`config.mk`:
```
export PLATFORM = sky130hd
export DESIGN_NAME = vga_sequenceur
export DESIGN_NICKNAME = d
export VERILOG_FILES = /design/src/rtl/vga_pkg.sv /design/src/rtl/vga_compteurs.sv /design/src/rtl/vga_sequenceur.sv
export SDC_FILE = /design/constraint.sdc
export NUM_CORES = 1
export LEC_CHECK = 0
export ABC_AREA = 1
export BUFFER_PORTS_ARGS = -buffer_cell sky130_fd_sc_hd__buf_2
export CORE_MARGIN = 2
export CORE_UTILIZATION = 35
export CTS_CLUSTER_SIZE = 14
export DETAILED_ROUTE_END_ITERATION = 6
export MAX_ROUTING_LAYER = met4
export SLEW_MARGIN = 40
export SYNTH_ARGS = -nofsm -noshare
export SYNTH_HDL_FRONTEND = slang
export SYNTH_SLANG_ARGS = --single-unit
```
`constraint.sdc`:
```
create_clock -name clk -period 1.4 [get_ports clk]
set_input_delay 0.14 -clock clk [delete_from_list [all_inputs] [get_ports clk]]
set_output_delay 0.14 -clock clk [all_outputs]
set_load 0.02 [all_outputs]
```
`src/rtl/vga_pkg.sv`:
```
// vga_pkg: shared timing constants, colour constants, layer indices and the
// layer priority function used by the VGA sequencer (vga_sequenceur).
package vga_pkg;

  // 640x480 @ 60 Hz timing defaults
  localparam int DEF_H_VISIBLE = 640;
  localparam int DEF_H_FRONT   = 16;
  localparam int DEF_H_SYNC    = 96;
  localparam int DEF_H_BACK    = 48;
  localparam int DEF_V_VISIBLE = 480;
  localparam int DEF_V_FRONT   = 10;
  localparam int DEF_V_SYNC    = 2;
  localparam int DEF_V_BACK    = 33;
  localparam int DEF_H_TOTAL   = DEF_H_VISIBLE + DEF_H_FRONT + DEF_H_SYNC + DEF_H_BACK;
  localparam int DEF_V_TOTAL   = DEF_V_VISIBLE + DEF_V_FRONT + DEF_V_SYNC + DEF_V_BACK;

  typedef logic [4:0] couleur_t;

  localparam couleur_t NOIR        = 5'b00000;
  localparam couleur_t TRANSPARENT = 5'b00000;
  localparam couleur_t JAUNE       = 5'b11000;
  localparam couleur_t BLANC       = 5'b11111;

  // Bit positions of each layer in the mask
  localparam int COUCHE_CADRE    = 0;
  localparam int COUCHE_BRIQUES  = 1;
  localparam int COUCHE_RAQUETTE = 2;
  localparam int COUCHE_BALLE    = 3;

  // Fixed priority: balle > raquette > briques > cadre; zero means transparent.
  function automatic couleur_t arbitre(input couleur_t balle,
                                       input couleur_t raquette,
                                       input couleur_t briques,
                                       input couleur_t cadre);
    couleur_t res;
    if (balle != TRANSPARENT)         res = balle;
    else if (raquette != TRANSPARENT) res = raquette;
    else if (briques != TRANSPARENT)  res = briques;
    else if (cadre != TRANSPARENT)    res = cadre;
    else                              res = NOIR;
    return res;
  endfunction

endpackage

```
`src/rtl/vga_compteurs.sv`:
```
// vga_compteurs: hpos/vpos raster counters with wrap logic and the one-clock
// fin_trame strobe marking the start of vertical blanking.
module vga_compteurs
  import vga_pkg::*;
#(
  parameter int H_TOTAL   = DEF_H_TOTAL,
  parameter int V_VISIBLE = DEF_V_VISIBLE,
  parameter int V_TOTAL   = DEF_V_TOTAL
) (
  input  logic        clk,
  input  logic        reset,
  input  logic        pix_en,
  output logic [10:0] hpos,
  output logic [10:0] vpos,
  output logic        fin_trame
);

  logic [10:0] hpos_reg;
  logic [10:0] vpos_reg;
  logic        arrivee_reg;
  logic        fin_trame_reg;
  logic        fin_ligne;
  logic        fin_image;
  logic        vers_blanking;

  assign fin_ligne     = (hpos_reg == 11'(H_TOTAL - 1));
  assign fin_image     = (vpos_reg == 11'(V_TOTAL - 1));
  assign vers_blanking = fin_ligne && (vpos_reg == 11'(V_VISIBLE - 1));

  // Raster counters: hpos wraps every line, vpos steps on each hpos wrap
  always_ff @(posedge clk or posedge reset) begin
    if (reset) begin
      hpos_reg <= '0;
      vpos_reg <= '0;
    end else if (pix_en) begin
      if (fin_ligne) begin
        hpos_reg <= '0;
        vpos_reg <= fin_image ? 11'd0 : vpos_reg + 11'd1;
      end else begin
        hpos_reg <= hpos_reg + 11'd1;
      end
    end
  end

  // arrivee_reg flags the first clock at (0, V_VISIBLE); fin_trame follows one
  // clock later so it lines up with the registered pixel outputs of that pixel.
  // Driven by the transition, not the position, so a stall cannot repeat it.
  always_ff @(posedge clk or posedge reset) begin
    if (reset) begin
      arrivee_reg   <= 1'b0;
      fin_trame_reg <= 1'b0;
    end else begin
      arrivee_reg   <= pix_en && vers_blanking;
      fin_trame_reg <= arrivee_reg;
    end
  end

  assign hpos      = hpos_reg;
  assign vpos      = vpos_reg;
  assign fin_trame = fin_trame_reg;

endmodule

```
`src/rtl/vga_sequenceur.sv`:
```
// vga_sequenceur: 640x480 VGA pixel pipeline sequencer. Drives the raster
// counters, arbitrates the four layer colours and registers colour, syncs and
// visible together. Optional VGA_MASQUE_EN adds a per-frame layer mask input.
module vga_sequenceur
  import vga_pkg::*;
#(
  parameter int H_VISIBLE = DEF_H_VISIBLE,
  parameter int H_FRONT   = DEF_H_FRONT,
  parameter int H_SYNC    = DEF_H_SYNC,
  parameter int H_BACK    = DEF_H_BACK,
  parameter int V_VISIBLE = DEF_V_VISIBLE,
  parameter int V_FRONT   = DEF_V_FRONT,
  parameter int V_SYNC    = DEF_V_SYNC,
  parameter int V_BACK    = DEF_V_BACK
) (
  input  logic        clk,
  input  logic        reset,
  input  logic        pix_en,
  output logic [10:0] hpos,
  output logic [10:0] vpos,
  input  logic [4:0]  couleur_cadre,
  input  logic [4:0]  couleur_briques,
  input  logic [4:0]  couleur_raquette,
  input  logic [4:0]  couleur_balle,
`ifdef VGA_MASQUE_EN
  input  logic [3:0]  masque_in,
`endif
  output logic [4:0]  couleur,
  output logic        hsync_n,
  output logic        vsync_n,
  output logic        visible,
  output logic        fin_trame
);

  localparam int H_TOTAL  = H_VISIBLE + H_FRONT + H_SYNC + H_BACK;
  localparam int V_TOTAL  = V_VISIBLE + V_FRONT + V_SYNC + V_BACK;
  localparam int HS_DEBUT = H_VISIBLE + H_FRONT;
  localparam int HS_FIN   = HS_DEBUT + H_SYNC;
  localparam int VS_DEBUT = V_VISIBLE + V_FRONT;
  localparam int VS_FIN   = VS_DEBUT + V_SYNC;

  vga_compteurs #(
    .H_TOTAL   (H_TOTAL),
    .V_VISIBLE (V_VISIBLE),
    .V_TOTAL   (V_TOTAL)
  ) u_compteurs (
    .clk       (clk),
    .reset     (reset),
    .pix_en    (pix_en),
    .hpos      (hpos),
    .vpos      (vpos),
    .fin_trame (fin_trame)
  );

  logic [3:0] masque;

`ifdef VGA_MASQUE_EN
  logic [3:0] masque_reg;
  logic       debut_trame;

  assign debut_trame = pix_en && (hpos == 11'(H_TOTAL - 1)) && (vpos == 11'(V_TOTAL - 1));

  // Mask reloads only on the wrap to (0,0) so a frame never mixes two masks
  always_ff @(posedge clk or posedge reset) begin
    if (reset)            masque_reg <= 4'b1111;
    else if (debut_trame) masque_reg <= masque_in;
  end

  assign masque = masque_reg;
`else
  assign masque = 4'b1111;
`endif

  logic [3:0][4:0] couches;
  logic [3:0][4:0] couches_masquees;

  assign couches[COUCHE_CADRE]    = couleur_cadre;
  assign couches[COUCHE_BRIQUES]  = couleur_briques;
  assign couches[COUCHE_RAQUETTE] = couleur_raquette;
  assign couches[COUCHE_BALLE]    = couleur_balle;

  // A disabled layer looks transparent to the arbiter
  generate
    for (genvar gi = 0; gi < 4; gi++) begin : g_masque
      assign couches_masquees[gi] = masque[gi] ? couches[gi] : TRANSPARENT;
    end
  endgenerate

  logic       act;
  logic [4:0] couleur_next;
  logic       hsync_n_next;
  logic       vsync_n_next;
  logic [4:0] couleur_reg;
  logic       hsync_n_reg;
  logic       vsync_n_reg;
  logic       visible_reg;

  // Next pixel values decoded from the current raster position
  always_comb begin
    act          = (hpos < 11'(H_VISIBLE)) && (vpos < 11'(V_VISIBLE));
    couleur_next = NOIR;
    if (act) begin
      couleur_next = arbitre(couches_masquees[COUCHE_BALLE],
                             couches_masquees[COUCHE_RAQUETTE],
                             couches_masquees[COUCHE_BRIQUES],
                             couches_masquees[COUCHE_CADRE]);
    end
    hsync_n_next = !((hpos >= 11'(HS_DEBUT)) && (hpos < 11'(HS_FIN)));
    vsync_n_next = !((vpos >= 11'(VS_DEBUT)) && (vpos < 11'(VS_FIN)));
  end

  // Output stage: one pix_en of latency, all outputs describe the same pixel
  always_ff @(posedge clk or posedge reset) begin
    if (reset) begin
      couleur_reg <= NOIR;
      hsync_n_reg <= 1'b1;
      vsync_n_reg <= 1'b1;
      visible_reg <= 1'b0;
    end else if (pix_en) begin
      couleur_reg <= couleur_next;
      hsync_n_reg <= hsync_n_next;
      vsync_n_reg <= vsync_n_next;
      visible_reg <= act;
    end
  end

  assign couleur = couleur_reg;
  assign hsync_n = hsync_n_reg;
  assign vsync_n = vsync_n_reg;
  assign visible = visible_reg;

endmodule

```
# Word-level counts from Yosys, hierarchy flattened
# Index checks and enable logic that the tools add are counted.
word_totals:
  word_cells: 38
  reg_bits: 32
classes:
  eq_ne: 3
  n_addsub: 2
  muxes: 7
  n_reduce_logical: 12
  order_cmp: 6
ops:
  columns: ["op", "count"]
  rows:
  - ["2-to-1 mux 5 bit", 5]
  - ["adder 11 x 1 -> 11 bit, second input constant", 2]
  - ["== test 11 x 10 -> 1 bit, second input constant", 2]
  - ["less-than comparator 11 x 10 -> 1 bit, second input constant", 2]
  - ["less-than comparator 11 x 9 -> 1 bit, second input constant", 2]
  - ["2-to-1 mux 11 bit", 2]
  - ["nonzero test 5 bit", 4]
  - ["== test 11 x 9 -> 1 bit, second input constant", 1]
  - [">= comparator 11 x 10 -> 1 bit, second input constant", 1]
  - [">= comparator 11 x 9 -> 1 bit, second input constant", 1]
  - ["logical AND 1 bit", 5]
  - ["zero test 1 bit", 2]
  - ["AND reduction 2 bit", 1]

# Logic depth before layout (Yosys ltp)
# Gate-level depths: netlist of the first run.
depth:
  ltp_word: 6
  mapped_depth: 8
  ltp_nobuf: 8

# By module
# From an unflattened synthesis of the first run, not the netlist that was laid out.
unflattened:
  hier_cells: 290
  area_unflattened_um2: 2048.2
by_module_without_submodules:
  columns: ["mod", "instances", "area_each_um2", "seq_area_each_um2", "cells_each"]
  rows:
  - ["vga_compteurs", 1, 1375.1, 600.6, 181]
  - ["vga_sequenceur", 1, 673.1, 202.7, 109]

# Worst setup path after synthesis of the first run
# No wires, ideal clock.
synth_timing:
  path_type: "flip-flop to flip-flop"
  start: "register u_compteurs.hpos_reg[0], in the netlist u_compteurs.hpos[0]"
  end: "register u_compteurs.vpos_reg[6], in the netlist u_compteurs.vpos[6]"
  arrival_ns: 1.425
  setup_slack_ns: -0.152
  path_stages_with_launch: 8
  cell_sequence: "dfrtp_1 -> ha_1 -> nand3_1 -> nor2_1 -> nand3_2 -> buf_2 -> nand2_1 -> o21ai_0"
synth_between:
  elab_chain_cells: 2
synth_rtl:
  columns: ["item", "line_no", "source"]
  rows:
  - ["from (decl)", "vga_compteurs.sv:18", "logic [10:0] hpos_reg;"]
  - ["from (signal assigned)", "vga_compteurs.sv:40", "hpos_reg <= hpos_reg + 11'd1;"]
  - ["== test 11 x 10 -> 1 bit", "vga_compteurs.sv:26", "assign fin_ligne = (hpos_reg == 11'(H_TOTAL - 1));"]
  - ["AND reduction 2 bit (no source line)", null, null]
  - ["to (signal assigned)", "vga_compteurs.sv:38", "vpos_reg <= fin_image ? 11'd0 : vpos_reg + 11'd1;"]
  - ["to (decl)", "vga_compteurs.sv:19", "logic [10:0] vpos_reg;"]
# No other way between the ends.
# A chain may end at the register's enable or synchronous reset.

# Worst setup path in the final report of the first run
layout_timing:
  start: "register u_compteurs.hpos_reg[10], in the netlist u_compteurs.hpos[10]"
  end: "register u_compteurs.hpos_reg[3], in the netlist u_compteurs.hpos[3]"
layout_between:
  elab_chain_cells: 2
layout_rtl:
  columns: ["item", "line_no", "source"]
  rows:
  - ["== test 11 x 10 -> 1 bit", "vga_compteurs.sv:26", null]
  - ["2-to-1 mux 11 bit", "vga_compteurs.sv:36", "if (fin_ligne) begin"]
# No other way between the ends.

==> metrics.cfg, run 1 <==
[yosys]
synthesis.instances=283
syn_area_sq_um=1950
async_reset_ff_share_pct=100
ys_ff_latch=32
synth_edf_count=0
ys_seq_area_share_pct=41.1
avgSynthCellArea_sq_um=6.90
synthFlopType=dfrtp_1
synth_cell_types=27
synth_nets=309
ys_warn_count=0

[job]
cap_viol_max_count=0

[drt]
post_drt_wl_per_cell_um=11.4
drt_pre_antenna_iters=5
wl_um=5050
drc_errors=0
drtAntennaViolNets=0
via_count=2027
viasPerCell=4.58
initialDrtViolationCount=98

[critical_path]
slowest_delay_ns=0.40
endpoint_kind=flop
r2r_end=u_compteurs.hpos[3]$_DFFE_PP0P_
path_buf_inv=3
crit_path_top_delay_cell=dfrtp_1
cp-endpoint=u_compteurs.hpos[3]$_DFFE_PP0P_
cp-startpoint=u_compteurs.hpos[10]$_DFFE_PP0P_
worstSetupPathType=flop to flop
cp.arrival_ns=1.54
path_depth=7
cp.required_ns=1.57
critical_path.top_delay_family=simple AND/OR/NAND/NOR gates
reg2reg_slack_ns=0.04
worst-path-max-fanout=7
path_cells=inv_2, nand2_2, nor3_4, nand3_4, clkbuf_16, nand3_1, inv_1
startpoint_type=flop
ff2ff_path_depth=7
r2r_start=u_compteurs.hpos[10]$_DFFE_PP0P_

[cells_and_area]
postLayoutCoreUtil_pct=50.6
stdcell_area_sq_um=2750
final_cell_mix=86 x nand2_1, 53 x buf_2, 38 x inv_1
final_cells=443
final_nets=396
diodes=0
mostFrequentLayoutCell=nand2_1
drive_gt1_share_pct=32.1
syn_to_final_growth_pct=40.9

[timing]
maxSlewHeadroom_pct=72.4
clock.fmax_mhz=733
setup_viol=0
tightest_slew_ns=0.414
period_minus_slack_ns=1.36
drv_slew=0
hold_viol=0
rsz0062_at_grt=true
fin_crit_sh_pct=97.5
clock-skew-final_ns=0.00889

[cts]
path_clk_slew_ns=0.07
cts_buffer_depth=2
cts_made_buffers=5
cts-root-buf=clkbuf_8
cts_tree=yes
htree_levels=2
clkLatencyLatePin_ns=0.28
clock_sinks=32

[global_route]
antenna_found_initial=0
grt_max_degree=33
first_global_vias=1833
grt_pass1_wl_um=8050
grt.total_usage_pct=16.8
grt_overflow=0

[die]
pin_count=54
die_w_um=78.7
die_h_um=78.7
coreArea_sq_um=5440
die_area_sq_um=6190
initial_utilization_pct=35.9
num_rows=27

[placed_design]
dp_hpwl_um=3640
place_inst=425
place.gp.congestion=0.835
placement.io_buffers=53
placedInstanceArea_sq_um=2470

[power]
power_leakage_uw=0.00148
power_uw=3110
ir_drop_uv=884
p_per_area_nw_per_um2=1130

[worst_hold_path]
min_from=couleur_balle[4]
min_path_type=primary input to flop

[outcome]
status=completed

==> timing repair <==
action | in CTS | in global routing
hold buffers | 1 | 0
gates cloned | 0 | 1
resized for setup | 1 | 23
pin swaps | 3 | 7
endpoints found under the hold margin | 30 | 0
setup buffers | 2 | 6
setup endpoints to repair | 6 | 21
==> layout make-up <==
| type | count | area, sq um |
|---|---|---|
| clock buffer | 7 | 96.3 |
| clock inverter | 1 | 30.0 |
| fill | 562 | 2690 |
| inverter | 42 | 163 |
| multi-input combinational | 204 | 1030 |
| sequential | 32 | 808 |
| tap | 72 | 90.1 |
| timing repair buffer | 85 | 533 |
==> cell usage after synthesis, drive strengths merged (2+ instances only) <==
cell    number  share of area [%]
nand3       23                6.2
nand4       13                4.2
dfstp        2                2.7
or2          2               0.64
a21oi        2               0.51
nor2        40                7.8
nor3         7                2.1
nand3b       3                1.3
xor2         7                3.1
nand2       87                 17
ha           3                1.9
buf          4                1.3
o21ai       13                3.3
dfrtp       30                 38
inv         42                8.1
==> cells by family after synthesis <==
family / after synthesis / synth area share, %
fa+ha+maj: 3 / 1.92
buf+inv: 47 / 9.61
simple gates: 177 / 39.5
compound gates: 16 / 4.23
xor+xnor: 8 / 3.59
flops: 32 / 41.1
==> per-layer routing <==
metal	vias up	GRT usage (%)	share of wire (%)
met5	-	-	0
met4	0	5.26	1.2
met3	4	3.75	4.1
met2	43	27.2	49
met1	913	21.0	46
li1	1067	-	-
==> worst min-delay path by stage <==
stage / to / slack [ns] / depth (start not counted)
final: couleur[4]$_DFFE_PP0P_ / 0.18 / 5
after CTS: hsync_n$_DFFE_PP1P_ / 0.16 / 3
after floorplan: couleur[0]$_DFFE_PP0P_ / 0.25 / 1
after global routing: hsync_n$_DFFE_PP1P_ / 0.20 / 3
after global placement: u_compteurs.vpos[0]$_DFFE_PP0P_ / 0.26 / 3
after detailed placement: visible$_DFFE_PP0P_ / 0.25 / 3
==> worst register-to-register path, cell delays in order, from the launching register on <==
cell and delay, ns:
dfrtp_1 0.40, inv_2 0.07, nand2_2 0.06, nor3_4 0.24
nand3_4 0.17, clkbuf_16 0.20, nand3_1 0.07, inv_1 0.04
==> where the power goes <==
group          switching (uW)  leakage (uW)  internal (uW)
clock                     339     0.0000645            628
sequential                150      0.000379           1060
combinational             585       0.00104            353
total                    1070       0.00148           2040
==> per-stage QoR <==
stage | hold slack (ns) | setup WS, ns | setup TNS (ns)
after global routing | 0.195 | -0.0273 | -0.128
final | 0.176 | 0.0351 | 0
after detailed placement | 0.254 | -0.0415 | -0.0855
after CTS | 0.161 | 0.00346 | 0
after global placement | 0.256 | 0.0524 | 0
after floorplan | 0.255 | -0.00382 | -0.00382
No activity file was read; power rests on OpenSTA's default activity.
==> inputs of run 2 (changes only) <==
--- a/config.mk
+++ b/config.mk
@@ -9,9 +9,11 @@
 export BUFFER_PORTS_ARGS = -buffer_cell sky130_fd_sc_hd__buf_2
 export CORE_MARGIN = 2
 export CORE_UTILIZATION = 35
-export CTS_CLUSTER_SIZE = 14
+export CTS_CLUSTER_SIZE = 24
 export DETAILED_ROUTE_END_ITERATION = 6
+export HOLD_SLACK_MARGIN = 0.15
 export MAX_ROUTING_LAYER = met4
+export REMOVE_ABC_BUFFERS = 1
 export SLEW_MARGIN = 40
 export SYNTH_ARGS = -nofsm -noshare
 export SYNTH_HDL_FRONTEND = slang
==> run 2 against run 1 <==
Critical path depth unchanged. Clock power decreased by 32%. Sequential cell count unchanged. Largest cell class unchanged. Sequential share of layout area increased by 0.18 points.
==> metrics.cfg, run 2 (synthesized netlist as in run 1, its figures left out) <==
[global_route]
grt.total_usage_pct=17.0
grt_max_degree=33
first_global_vias=1848
grt_pass1_wl_um=8270
antenna_found_initial=0
grt_overflow=0

[die]
pin_count=54
die_area_sq_um=6190
initial_utilization_pct=35.9
coreArea_sq_um=5440
num_rows=27
die_h_um=78.7
die_w_um=78.7

[cts]
cts_made_buffers=5
htree_levels=2
path_clk_slew_ns=0.06
cts_buffer_depth=2
cts_tree=yes
cts-root-buf=clkbuf_8
clock_sinks=32
clkLatencyLatePin_ns=0.28

[power]
p_per_area_nw_per_um2=1050
ir_drop_uv=470
power_leakage_uw=0.00147

[critical_path]
worstSetupPathType=flop to flop
startpoint_type=flop
ff2ff_path_depth=7
cp.required_ns=1.57
cp.arrival_ns=1.53
worst-path-max-fanout=7
endpoint_kind=flop

[drt]
viasPerCell=4.60
drt_pre_antenna_iters=4
wl_um=5000
post_drt_wl_per_cell_um=11.4
initialDrtViolationCount=77
drc_errors=0
via_count=2019
drtAntennaViolNets=0

[cells_and_area]
final_cell_mix=78 x nand2_1, 53 x buf_2, 39 x inv_1
syn_to_final_growth_pct=39.8
final_nets=393
mostFrequentLayoutCell=nand2_1
drive_gt1_share_pct=32.7
final_cells=439
register_area_sq_um=807
postLayoutCoreUtil_pct=50.2
diodes=0
multiInputGateArea_sq_um=1080
stdcell_area_sq_um=2730
nFillCells=539

[placed_design]
dp_hpwl_um=3730
place.gp.congestion=0.820
dp_slack_ns=-0.0259
place_inst=428
placedInstanceArea_sq_um=2470
placement.io_buffers=53

[timing]
clock.fmax_mhz=735
maxSlewHeadroom_pct=72.2
rsz0062_at_grt=true
drv_slew=0
timing.final.ws_setup_ns=0.0397
setup_viol=0
hold_viol=0
clock-skew-final_ns=0.00476
period_minus_slack_ns=1.36
fin_crit_sh_pct=97.2
tightest_slew_ns=0.417

[outcome]
status=completed

[worst_hold_path]
holdPathStages=3
min_path_type=primary input to flop

[job]
cap_viol_max_count=0

## run 2: worst max-delay path, cell delays in order, from the launching register on
cell and delay [ns]:
dfrtp_1 0.40, ha_4 0.17, nand3_4 0.09, nor2_4 0.16, nand3_4 0.12, clkbuf_16 0.20, nand2_4 0.05, nand2_2 0.04
## run 2: metrics by stage
stage	power (uW)	TNS (ns)	hold slack [ns]
after floorplan	1720	-2.39	0.249
final	2860	0	0.186
after global placement	2080	-0.0300	0.250
after global routing	3080	-0.320	0.199
after detailed placement	2100	-0.0462	0.252
after CTS	2780	0	0.177
## run 2: metal layers
metal  GRT usage [%]  up-vias  part of all wire [%]
met5               -        -                     0
met4            4.21        0                  0.76
met2            26.8       43                    46
li1                -     1063                     -
met3            3.18        6                   3.9
met1            22.9      907                    49
## run 2: what timing repair did
action,in CTS,in global routing
hold buffers,1,0
hold endpoints to repair,30,0
gates cloned,0,1
setup endpoints to repair,4,20
setup buffers,1,1
pin swaps,1,12
resized for setup,0,43
## run 2: worst paths after layout
kind                                                    from                          endpoint  slack, ns
setup / recovery             u_compteurs.hpos[1]$_DFFE_PP0P_  u_compteurs.vpos[10]$_DFFE_PP0P_       0.04
hold / removal                                        pix_en               vsync_n$_DFFE_PP1P_       0.19
setup reg to reg             u_compteurs.hpos[1]$_DFFE_PP0P_  u_compteurs.vpos[10]$_DFFE_PP0P_       0.04
hold reg to reg            u_compteurs.arrivee_reg$_DFF_PP0_   u_compteurs.fin_trame$_DFF_PP0_       0.35
max in group asynchronous                              reset               vsync_n$_DFFE_PP1P_       0.58
min in group asynchronous                              reset            couleur[0]$_DFFE_PP0P_       0.49
## run 2: final cells by class
class | count | area share (%)
Clock buffer | 6 | 2.66
Clock inverter | 1 | 0.183
Tap cell | 72 | 3.30
Sequential cell | 32 | 29.6
Multi-Input combinational cell | 204 | 39.5
Inverter | 42 | 5.96
Timing Repair Buffer | 82 | 18.8
## run 2: where the power goes
group          internal [uW]  leakage [uW]  switching [uW]
clock                    338     0.0000410             322
combinational            381       0.00105             594
sequential              1060      0.000379             169
==> inputs of run 3 (changes only) <==
--- a/config.mk
+++ b/config.mk
@@ -9,11 +9,14 @@
 export BUFFER_PORTS_ARGS = -buffer_cell sky130_fd_sc_hd__buf_2
 export CORE_MARGIN = 2
 export CORE_UTILIZATION = 35
+export CTS_BUF_LIST = sky130_fd_sc_hd__clkbuf_8
 export CTS_CLUSTER_SIZE = 24
 export DETAILED_ROUTE_END_ITERATION = 6
 export HOLD_SLACK_MARGIN = 0.15
 export MAX_ROUTING_LAYER = met4
+export PLACE_DENSITY = 0.68
 export REMOVE_ABC_BUFFERS = 1
+export SKIP_CTS_REPAIR_TIMING = 1
 export SLEW_MARGIN = 40
 export SYNTH_ARGS = -nofsm -noshare
 export SYNTH_HDL_FRONTEND = slang
==> run 3 against run 2 <==
Final cell count is 0.23% higher. Combinational power is 0.8% higher. Largest power group unchanged. Utilization is 0.18 points higher. Register-to-register slack worse by 0.04 ns. Sequential cell count stayed put. Sequential share of layout area is 0.075 points higher. Highest routed layer unchanged.
==> metrics.cfg, run 3 (synthesized netlist as in run 1, its figures left out) <==
[timing]
period_minus_slack_ns=1.40
tightest_slew_ns=0.417
clock.fmax_mhz=717
drv_slew=0
fin_crit_sh_pct=99.7
tns_ns=0
hold_viol=0
setup_viol=0
maxSlewHeadroom_pct=72.2
clock-skew-final_ns=0.00961
rsz0062_at_grt=true

[global_route]
antenna_found_initial=0
grt_use_met3_pct=3.41
first_global_vias=1837
grt.total_usage_pct=16.6
top_usage_layer=met2
grt_util_met2_pct=27.4
grt_max_degree=33
grt_pass1_wl_um=7910
grt_use_met1_pct=19.9
grt_overflow=0

[critical_path]
cp.arrival_ns=1.57
reg2reg_slack_ns=0.005
critical_path.top_delay_family=flip-flops
r2r_end=u_compteurs.hpos[5]$_DFFE_PP0P_
crit_path_top_delay_cell=dfrtp_1
ff2ff_path_depth=7
endpoint_kind=flop
slowest_delay_ns=0.41
path_cells=ha_4, nand3_4, nor2_4, nand3_4, clkbuf_16, o21ai_2, a21oi_1
cp_common_cell=nand3_4
worst-path-max-fanout=7
path_buf_inv=1
cp.required_ns=1.58
startpoint_type=flop
path_depth=7
worstSetupPathType=flop to flop
r2r_start=u_compteurs.hpos[0]$_DFFE_PP0P_

[drt]
drt_pre_antenna_iters=4
post_drt_wl_per_cell_um=11.7
drc_errors=0
drtAntennaViolNets=0
viasPerCell=4.70
wl_um=5160
initialDrtViolationCount=94
via_count=2068

[cts]
cts_tree=yes
cts_buffer_depth=2
clock_sinks=32
cts-root-buf=clkbuf_8
clkLatencyLatePin_ns=0.29
htree_levels=2
path_clk_slew_ns=0.07
cts_made_buffers=5

[die]
initial_utilization_pct=35.9
die_h_um=78.7
die_w_um=78.7
num_rows=27
die_area_sq_um=6190
coreArea_sq_um=5440
pin_count=54

[cells_and_area]
drive_gt1_share_pct=33.7
mostFrequentLayoutCell=nand2_1
syn_to_final_growth_pct=40.3
final_nets=393
diodes=0
final_cell_mix=82 x nand2_1, 53 x buf_2, 38 x inv_1

[power]
power_leakage_uw=0.00146
ir_drop_uv=518
p_per_area_nw_per_um2=1050
power_uw=2870

[worst_hold_path]
hold_end=couleur[4]$_DFFE_PP0P_
min_from=couleur_balle[4]
holdPathStages=5
min_path_type=primary input to flop

[outcome]
status=completed

[placed_design]
place.gp.congestion=0.873
placement.io_buffers=53
dp_hpwl_um=3650

[job]
cap_viol_max_count=0

-- run 3: worst max path at each step --
stage	start	to	slack, ns
6_report	u_compteurs.hpos[0]$_DFFE_PP0P_	u_compteurs.hpos[5]$_DFFE_PP0P_	0.005
4_1_cts	u_compteurs.hpos[1]$_DFFE_PP0P_	u_compteurs.vpos[1]$_DFFE_PP0P_	-0.03
5_1_grt	u_compteurs.hpos[2]$_DFFE_PP0P_	u_compteurs.hpos[7]$_DFFE_PP0P_	-0.07
3_5_place_dp	u_compteurs.hpos[1]$_DFFE_PP0P_	u_compteurs.vpos[6]$_DFFE_PP0P_	-0.02
3_3_place_gp	u_compteurs.hpos[0]$_DFFE_PP0P_	u_compteurs.hpos[5]$_DFFE_PP0P_	0.04
2_1_floorplan	u_compteurs.hpos[0]$_DFFE_PP0P_	u_compteurs.arrivee_reg$_DFF_PP0_	-0.23
-- run 3: final cells by class --
cell class | count | area (sq um)
inverters | 42 | 163
fillers | 542 | 2700
well taps | 72 | 90.1
clock buffers | 5 | 68.8
repair buffers | 82 | 514
multi-input cells | 204 | 1080
flip-flops and latches | 32 | 812
clock inverters | 3 | 12.5
-- run 3: per-stage QoR --
step                setup slack [ns]  cells  utilization (%)  area, sq um  hold slack [ns]
floorplan                     -0.228    278                -         1920            0.249
global placement              0.0412    425             44.9         2440            0.243
detailed placement           -0.0159    425             44.9         2440            0.253
CTS                          -0.0306    433             46.4         2520          -0.0578
global route                 -0.0683    440             50.4         2740            0.217
finish                       0.00465    440             50.4         2740            0.185
-- run 3: worst reg2reg max path: cells and delay by family (launching register included) --
kind / cells / cell delay, ns
flip-flops: 1 / 0.41
buffers and inverters: 1 / 0.20
AO/OA/AOI/OAI: 2 / 0.11
AND/OR/NAND/NOR: 3 / 0.40
adder cells (fa/ha/maj): 1 / 0.18
-- run 3: where the power goes --
group | internal, uW | switching (uW)
registers | 1060 | 162
logic | 384 | 598
clock network | 334 | 337
total | 1780 | 1100
-- run 3: per-layer routing --
layer	vias up	share of wire, %
li1	1057	-
met1	962	44
met2	44	50
met3	5	4.4
met4	0	0.89
met5	-	0
